### src/rtl/id_fetch_rx_pkg.sv
// id_fetch_rx_pkg: shared fetch-bus field layout and constants for fetch and decode
package id_fetch_rx_pkg;

    localparam int PC_W    = 32;
    localparam int INST_W  = 32;
    localparam int BUS_W   = PC_W + INST_W;

    localparam int PC_HI   = 63;
    localparam int PC_LO   = 32;
    localparam int INST_HI = 31;
    localparam int INST_LO = 0;

    // addi x0,x0,0 presented to decode when no packet is buffered
    localparam logic [INST_W-1:0] NOP_INST = 32'h0000_0013;

    // A PC is misaligned when its low two bits are not zero
    function automatic logic pc_misaligned(input logic [1:0] lo);
        return lo != 2'b00;
    endfunction

endpackage

### src/rtl/id_fetch_rx_fifo_ctrl.sv
// id_fetch_rx_fifo_ctrl: read/write pointers, entry count and full/empty flags for the receive FIFO
module id_fetch_rx_fifo_ctrl
    import id_fetch_rx_pkg::*;
#(
    parameter int DEPTH = 2,
    parameter int AW    = $clog2(DEPTH),
    parameter int CW    = AW + 1
) (
    input  logic          clk,
    input  logic          reset,
    input  logic          push,
    input  logic          pop,
    input  logic          flush,
    output logic [AW-1:0] rd_ptr,
    output logic [AW-1:0] wr_ptr,
    output logic [CW-1:0] count,
    output logic          full,
    output logic          empty
);

    // Flush wins over any push or pop; pointers wrap naturally at their width
    always_ff @(posedge clk or negedge reset) begin
        if (!reset) begin
            rd_ptr <= '0;
            wr_ptr <= '0;
            count  <= '0;
        end else if (flush) begin
            rd_ptr <= '0;
            wr_ptr <= '0;
            count  <= '0;
        end else begin
            if (push)
                wr_ptr <= wr_ptr + AW'(1);
            if (pop)
                rd_ptr <= rd_ptr + AW'(1);
            count <= count + CW'(push) - CW'(pop);
        end
    end

    assign full  = (count == CW'(DEPTH));
    assign empty = (count == '0);

endmodule

### src/rtl/id_fetch_rx.sv
// id_fetch_rx: decode-side skid FIFO for {PC, Inst} fetch packets with redirect flush
module id_fetch_rx #(
    parameter int                DEPTH    = 2,
    parameter int                PC_W     = id_fetch_rx_pkg::PC_W,
    parameter int                INST_W   = id_fetch_rx_pkg::INST_W,
    parameter logic [INST_W-1:0] NOP_INST = id_fetch_rx_pkg::NOP_INST
) (
    input  logic                     clk,
    input  logic                     reset,
    input  logic                     in_valid,
    output logic                     in_ready,
    input  logic [PC_W+INST_W-1:0]   in_bus,
    output logic                     out_valid,
    input  logic                     out_ready,
    output logic [PC_W-1:0]          out_pc,
    output logic [INST_W-1:0]        out_inst,
    output logic                     out_misalign,
    input  logic                     flush,
    output logic [$clog2(DEPTH):0]   occupancy
);
    import id_fetch_rx_pkg::*;

    localparam int AW = $clog2(DEPTH);
    localparam int CW = AW + 1;

    logic [PC_W-1:0]   pc_mem   [DEPTH];
    logic [INST_W-1:0] inst_mem [DEPTH];
    logic [AW-1:0]     rd_ptr;
    logic [AW-1:0]     wr_ptr;
    logic [CW-1:0]     count;
    logic              full;
    logic              empty;
    logic              push;
    logic              pop;

    // Ready comes only from registered state and flush, so no path from out_ready
    assign in_ready  = ~full & ~flush;
    assign out_valid = ~empty;
    assign push      = in_valid & in_ready;
    assign pop       = out_valid & out_ready;

    id_fetch_rx_fifo_ctrl #(
        .DEPTH (DEPTH)
    ) u_ctrl (
        .clk    (clk),
        .reset  (reset),
        .push   (push),
        .pop    (pop),
        .flush  (flush),
        .rd_ptr (rd_ptr),
        .wr_ptr (wr_ptr),
        .count  (count),
        .full   (full),
        .empty  (empty)
    );

    // Entry storage; flush leaves contents in place since count gates visibility
    always_ff @(posedge clk or negedge reset) begin
        if (!reset) begin
            for (int i = 0; i < DEPTH; i++) begin
                pc_mem[i]   <= '0;
                inst_mem[i] <= '0;
            end
        end else if (push) begin
            pc_mem[wr_ptr]   <= in_bus[PC_W+INST_W-1:INST_W];
            inst_mem[wr_ptr] <= in_bus[INST_W-1:0];
        end
    end

    // Head presentation: NOP substituted when empty, misalign qualified by valid
    always_comb begin
        out_pc       = pc_mem[rd_ptr];
        out_inst     = out_valid ? inst_mem[rd_ptr] : NOP_INST;
        out_misalign = out_valid & pc_misaligned(out_pc[1:0]);
        occupancy    = count;
    end

endmodule

### config.mk
export PLATFORM = sky130hd
export DESIGN_NAME = id_fetch_rx
export DESIGN_NICKNAME = d
export VERILOG_FILES = /design/src/rtl/id_fetch_rx_pkg.sv /design/src/rtl/id_fetch_rx_fifo_ctrl.sv /design/src/rtl/id_fetch_rx.sv
export SDC_FILE = /design/constraint.sdc
export NUM_CORES = 1
export LEC_CHECK = 0
export ABC_AREA = 1
export CORE_ASPECT_RATIO = 0.5
export CORE_MARGIN = 2
export CORE_UTILIZATION = 45
export CTS_BUF_LIST = sky130_fd_sc_hd__clkbuf_16
export CTS_CLUSTER_SIZE = 24
export DETAILED_ROUTE_END_ITERATION = 7
export GPL_ROUTABILITY_DRIVEN = 0
export PLACE_DENSITY = 0.68
export SYNTH_ARGS = -nofsm -noshare
export SYNTH_HDL_FRONTEND = slang
export SYNTH_SLANG_ARGS = --single-unit
### constraint.sdc
create_clock -name clk -period 2.7 [get_ports clk]
set_clock_uncertainty 0.1 [all_clocks]
set_input_delay 0.27 -clock clk [delete_from_list [all_inputs] [get_ports clk]]
set_output_delay 0.27 -clock clk [all_outputs]
set_load 0.02 [all_outputs]
==> results.txt, run 1 <==
----------------------------------------------------
[Outcome]
  Result of the run ... finished, final reports clean

[Layout]
  Number of non-filler instances in the completed layout ... 1,117
  Area growth, synth to finish ... 32.3%
  # fillers ... 1,261
  Post-layout util ... 61.6%
  Final antenna diode count ... 0
  Ratio of cells with drive above 1 in the final layout ... 5.84%
  Multi-input gate area in the final layout ... 2690 um2
  Commonest non-fill, non-tap cells in the layout ... 422 x sky130_fd_sc_hd__nand2_1, 135 x sky130_fd_sc_hd__clkdlybuf4s50_1, 130 x sky130_fd_sc_hd__dfrtp_1, 128 x sky130_fd_sc_hd__nand4_1, 30 x sky130_fd_sc_hd__a21oi_1
  Most common cell after layout, fill and taps aside ... sky130_fd_sc_hd__nand2_1
  FF/Latch Area ... 3310 um2
  Total number of nets in the final design ... 984

[Routing]
  Vias ... 6,125
  Number of nets with antenna violations after routing ... 0
  Routed wire length per instance ... 16.1 um
  Via density per instance ... 5.48
  Detailed Route Iter0 Violations ... 574
  DRC Markers ... 0
  First-pass iteration count of the detailed router ... 5
  Wire length reported by the detailed router ... 18.0 mm

[Clock tree]
  CTS sink count ... 132
  TritonCTS clock tree ... built
  Root buffer cell ... sky130_fd_sc_hd__clkbuf_16
  Num CTS Buffers ... 17
  Clock edge transition at the registers on the reported setup and hold paths ... 0.06 ns
  Longest Clk Path Bufs ... 2
  Total setup buffers inserted after CTS ... 0
  CTS H-tree depth ... 4
  Clock latency on the worst-skew pair ... 0.40 ns

[Critical path]
  WP buf/inv ... 2
  Critical path cell sequence ... buf_4 > nand2_1 > a21oi_1 > clkdlybuf4s50_1
  Slowest library cell on the worst path ... sky130_fd_sc_hd__clkdlybuf4s50_1
  Top Family by Delay on Critical Path ... buffers and inverters
  R2R setup slack ... 0.80 ns
  Capture instance of the worst register-to-register path ... pc_mem[26]
  Crit. End Element ... output port
  Critical Setup Path Class ... reg -> out
  Data required time at the worst endpoint ... 2.33 ns
  Worst Reg2Reg Path Length in Cells ... 5
  Setup crit start kind ... register
  Largest driver fanout on the critical path ... 39
  Crit path largest cell delay ... 0.64 ns
  Startpoint of the worst register-to-register path ... u_ctrl.count[1]
  Arr. time, crit path ... 2.18 ns

[Global route]
  Global route total overflow ... 0
  GRT Total Usage ... 25.0%
  Number of global-route vias before repair ... 5,965
  Largest net degree at the start of global routing ... 130
  Wire length of the first global-routing pass ... 29.7 mm
  Number of antenna violations at the first check in global routing ... 0

[Placed design]
  Hpwl dp ... 10.3 mm
  # port buffers ... 137
  Total placed cells including tap cells ... 1,085

[Floorplanning]
  Area inside the core boundary ... 13,700 um2
  Core Rows ... 30
  Chip Height ... 88.1 um
  Number of top-level pins ... 138
  Die Outline Area ... 15,200 um2
  Initial standard-cell utilization of the core ... 46.6%
  Die W ... 172 um

[Hold path]
  Cell count of the worst hold path ... 3
  Worst hold path type ... in -> reg
  WHS Endpoint ... pc_mem[22]
  Hold path startpoint ... in_valid

[Synthesis]
  Sequential area share after synthesis ... 51.9%
  Count of different cell masters after synthesis ... 19
  Area fraction of the dominant cell type after synthesis ... 51.9%
  Register bit count reported by yosys ... 132
  Post-synthesis net count ... 885
  Largest cells by area after synthesis ... sky130_fd_sc_hd__dfrtp_1 52%, sky130_fd_sc_hd__nand2_1 25%, sky130_fd_sc_hd__nand4_1 13%
  Mean instance size in the synthesized netlist ... 7.82 um2
  Post-synth design cell area ... 6360 um2
  Post-synth top area cell ... sky130_fd_sc_hd__dfrtp_1
  Instance count of the mapped netlist ... 814
  Number of warnings printed during yosys synthesis ... 0

[Timing]
  Final critical path time including I/O delays and setup ... 2.55 ns
  Final Hold Violating Endpoints ... 0
  Peak Freq ... 0.392 GHz
  Max transition margin ... 21.9%
  RSZ-0062 raised after global routing ... false
  Setup Viol. Count Final ... 0
  Post-route clock period utilization ... 94.6%
  Slew Viols, Final ... 0
  Actual transition at the worst max-transition pin ... 1.17 ns
  Final-layout worst hold slack ... 0.176 ns
  Final TNS setup ... 0 ns

[Run]
  Total of max-cap violations ... 0

[Power and ir drop]
  Total power divided by cell area ... 1220 nW/um2
  Leakage power ... 4.14 nW
  Maximum VDD drop ... 0.564 mV

----------------------------------------------------
## per-stage QoR
stage / power [W] / cell area (um2) / setup WS [ns]
detailed placement: 0.00790 / 7810 / 0.490
finish: 0.0103 / 8420 / 0.146
CTS: 0.0103 / 8420 / 0.0915
floorplan: 0.00603 / 6360 / 1.02
global route: 0.0110 / 8420 / 0.0246
global placement: 0.00781 / 7810 / 0.521
## worst register-to-register path, cell delays in order (launching register included)
cell,delay (ns)
sky130_fd_sc_hd__dfrtp_1,0.45
sky130_fd_sc_hd__nand2_1,0.20
sky130_fd_sc_hd__nand4_4,0.50
sky130_fd_sc_hd__buf_4,0.41
sky130_fd_sc_hd__nand2_1,0.08
sky130_fd_sc_hd__nand2_1,0.05
## registers in the layout, summed over array words and instances, names as in the netlist
| signal | count |
|---|---|
| u_ctrl.count | 2 |
| inst_mem | 64 |
| u_ctrl.wr_ptr | 1 |
| u_ctrl.rd_ptr | 1 |
| pc_mem | 64 |
## cells by family after synthesis
logic type,count (synthesis),synth area share (%)
buffers and inverters,82,6.16
and+or+nand+nor,566,38.8
AOI/OAI and AO/OA,32,2.69
DFF,132,51.9
adders and majority gates,2,0.393
## layer usage
layer	track usage [%]	routed length, um
met1	35.3	8260
met2	40.1	8520
met3	3.66	964
met4	8.33	263
met5	0	0
## where the power goes
group	internal, W	switching (W)	leakage [nW]	total, W
Clock	0.00152	0.000853	0.293	0.00237
Sequential	0.00290	0.000507	1.64	0.00341
Combinational	0.00184	0.00266	2.21	0.00449
## cells in the mapped netlist, drive strengths merged
| library cell | instances |
|---|---|
| buf | 51 |
| or2 | 1 |
| nor2 | 8 |
| clkbuf | 22 |
| nor3 | 1 |
| nand3 | 4 |
| inv | 9 |
| nand2 | 422 |
| ha | 2 |
| o21ai | 1 |
| a21oi | 31 |
| nand4 | 130 |
| dfrtp | 132 |
## repair_timing
item	CTS	global route
hold buffers	1	0
resized for setup	0	1
endpoints found under the setup margin	0	3
hold endpoints to repair	39	0
## area by class of cell
cell class              instances  share of cell area, %
clock buffers                  17                   5.05
clock inverters                14                   2.04
inverters                       9                  0.401
multi-input cells             600                   31.9
flip-flops and latches        132                   39.3
well taps                     192                   2.85
repair buffers                153                   18.5
## worst max path at each step
stage,endpoint,start,cells past startpoint
5_1_grt,out_inst[16],u_ctrl.rd_ptr,4
3_3_place_gp,u_ctrl.count[1],flush,9
6_report,out_inst[16],u_ctrl.rd_ptr,4
2_1_floorplan,u_ctrl.count[1],u_ctrl.count[1],7
4_1_cts,out_inst[4],u_ctrl.count[1],5
3_5_place_dp,pc_mem[21],flush,6
Power figures use the tool's default switching activity.
==> run 2: changes to the inputs <==
--- a/config.mk
+++ b/config.mk
@@ -10,10 +10,12 @@
 export CORE_MARGIN = 2
 export CORE_UTILIZATION = 45
 export CTS_BUF_LIST = sky130_fd_sc_hd__clkbuf_16
+export CTS_CLUSTER_DIAMETER = 120
 export CTS_CLUSTER_SIZE = 24
 export DETAILED_ROUTE_END_ITERATION = 7
 export GPL_ROUTABILITY_DRIVEN = 0
 export PLACE_DENSITY = 0.68
+export SLEW_MARGIN = 20
 export SYNTH_ARGS = -nofsm -noshare
 export SYNTH_HDL_FRONTEND = slang
 export SYNTH_SLANG_ARGS = --single-unit
==> results.txt, run 2 (same netlist as run 1, synthesis figures left out) <==
----------------------------------------------------
[Routing]
  Routed wire length per instance ... 16.2 um
  Wire length reported by the detailed router ... 18.1 mm
  Number of nets with antenna violations after routing ... 0
  First-pass iteration count of the detailed router ... 5
  DRC Markers ... 0
  Via density per instance ... 5.49
  Vias ... 6,137
  Detailed Route Iter0 Violations ... 604

[Clock tree]
  Longest Clk Path Bufs ... 2
  Root buffer cell ... sky130_fd_sc_hd__clkbuf_16
  TritonCTS clock tree ... built
  Num CTS Buffers ... 17
  Clock latency on the worst-skew pair ... 0.40 ns
  Total setup buffers inserted after CTS ... 0
  CTS H-tree depth ... 4
  Clock edge transition at the registers on the reported setup and hold paths ... 0.06 ns
  CTS sink count ... 132

[Floorplanning]
  Area inside the core boundary ... 13,700 um2
  Die Outline Area ... 15,200 um2
  Initial standard-cell utilization of the core ... 46.6%
  Core Rows ... 30
  Chip Height ... 88.1 um
  Die W ... 172 um
  Number of top-level pins ... 138

[Critical path]
  Slowest library cell on the worst path ... sky130_fd_sc_hd__clkdlybuf4s50_1
  Startpoint of the worst register-to-register path ... u_ctrl.count[1]
  Data required time at the worst endpoint ... 2.33 ns
  Arr. time, crit path ... 2.20 ns
  Setup crit start kind ... register
  Critical path cell sequence ... buf_4 > nand2_1 > a21oi_1 > clkdlybuf4s50_1
  WP buf/inv ... 2
  Top Family by Delay on Critical Path ... buffers and inverters
  Largest driver fanout on the critical path ... 39
  Crit path largest cell delay ... 0.65 ns
  Worst Setup SP ... u_ctrl.rd_ptr
  Critical Setup Path Class ... reg -> out
  Crit. End Element ... output port

[Timing]
  Slew Viols, Final ... 0
  Final critical path time including I/O delays and setup ... 2.57 ns
  Final TNS setup ... 0 ns
  Final-layout worst hold slack ... 0.173 ns
  Max transition margin ... 44.6%
  Final Hold Violating Endpoints ... 0
  Actual transition at the worst max-transition pin ... 0.831 ns
  Post-route clock period utilization ... 95.2%
  RSZ-0062 raised after global routing ... false
  Final worst slack ... 0.130 ns
  Setup Viol. Count Final ... 0
  Peak Freq ... 0.389 GHz

[Hold path]
  Worst hold path type ... in -> reg
  Hold path startpoint ... in_valid

[Global route]
  Number of global-route vias before repair ... 5,965
  Largest net degree at the start of global routing ... 130
  Number of antenna violations at the first check in global routing ... 0
  Global route total overflow ... 0
  Wire length of the first global-routing pass ... 29.7 mm
  GRT Total Usage ... 25.0%

[Layout]
  Area growth, synth to finish ... 32.8%
  Largest registers ... inst_mem: 64 flops, pc_mem: 64 flops, u_ctrl.count: 2 flops
  Commonest non-fill, non-tap cells in the layout ... 422 x sky130_fd_sc_hd__nand2_1, 135 x sky130_fd_sc_hd__clkdlybuf4s50_1, 130 x sky130_fd_sc_hd__dfrtp_1, 128 x sky130_fd_sc_hd__nand4_1, 30 x sky130_fd_sc_hd__a21oi_1
  Area of all placed cells without fillers ... 8450 um2
  Total number of nets in the final design ... 985
  # fillers ... 1,260
  Most common cell after layout, fill and taps aside ... sky130_fd_sc_hd__nand2_1
  FF/Latch Area ... 3310 um2
  Multi-input gate area in the final layout ... 2690 um2
  Final antenna diode count ... 0
  Ratio of cells with drive above 1 in the final layout ... 5.94%
  Number of non-filler instances in the completed layout ... 1,118

[Run]
  Total of max-cap violations ... 0

[Power and ir drop]
  Power share of the combinational group ... 43.8%
  Leakage power ... 4.15 nW
  Clock power share ... 23.1%
  Maximum VDD drop ... 0.564 mV
  Net switching fraction of the power ... 39.2%
  Internal cell power ... 0.00626 W
  NetSw ... 0.00403 W
  Sequential Power Share ... 33.1%
  Total power divided by cell area ... 1220 nW/um2

[Placed design]
  Area of placed instances ... 7810 um2
  Hpwl dp ... 10.3 mm
  # port buffers ... 137
  Total placed cells including tap cells ... 1,085
  Worst slack, placed ... 0.490 ns

[Outcome]
  Result of the run ... finished, final reports clean

----------------------------------------------------
## run 2: worst register-to-register path: stages, from the launching register on
cell                      delay, ns
sky130_fd_sc_hd__dfrtp_1       0.45
sky130_fd_sc_hd__a21oi_4       0.21
sky130_fd_sc_hd__buf_12        0.43
sky130_fd_sc_hd__nand2_1       0.19
sky130_fd_sc_hd__inv_1         0.08
sky130_fd_sc_hd__ha_1          0.16
sky130_fd_sc_hd__nand3_1       0.07
sky130_fd_sc_hd__nand2_1       0.06
sky130_fd_sc_hd__nor2_1        0.04
## run 2: final timing paths
path                                   endpoint  slack [ns]  cells past startpoint
worst max-delay path               out_inst[11]        0.13                      4
worst min-delay path                 pc_mem[53]        0.17                      3
worst max register to register  u_ctrl.count[1]        0.80                      8
worst min register to register     inst_mem[53]        0.38                      2
max in group asynchronous          inst_mem[34]        1.46                      3
min in group asynchronous            pc_mem[51]        0.33                      2
## run 2: final cells by class
type	count	share of cell area, %
sequential	132	39.1
multi-input combinational	600	31.8
timing repair buffer	154	18.7
clock buffer	17	5.04
tap	192	2.84
clock inverter	14	2.03
inverter	9	0.400
## run 2: layer usage
metal / GRT usage [%] / routed length, um / vias to the layer above
li1: - / - / 2901
met5: 0 / 0 / -
met3: 3.66 / 1070 / 20
met2: 40.1 / 8560 / 246
met4: 8.33 / 232 / 0
met1: 35.3 / 8260 / 2970
## run 2: what timing repair did
item / in CTS / in global routing
hold buffers: 1 / 0
setup endpoints to repair: 0 / 3
hold endpoints to repair: 39 / 0
resized for setup: 0 / 1
## run 2: stage by stage
| stage | utilization, % | power (W) |
|---|---|---|
| floorplan | - | 0.00603 |
| global placement | 57.2 | 0.00781 |
| detailed placement | 57.2 | 0.00790 |
| CTS | 61.6 | 0.0103 |
| global route | 61.8 | 0.0110 |
| finish | 61.8 | 0.0103 |
## run 2: power groups by stage
stage | Clock (W) | Combinational (W) | Sequential (W)
6_report | 0.00237 | 0.00450 | 0.00341
5_1_grt | 0.00249 | 0.00496 | 0.00352
4_1_cts | 0.00241 | 0.00452 | 0.00340
3_5_place_dp | 0 | 0.00449 | 0.00342
3_3_place_gp | 0 | 0.00442 | 0.00339
2_1_floorplan | 0 | 0.00272 | 0.00331
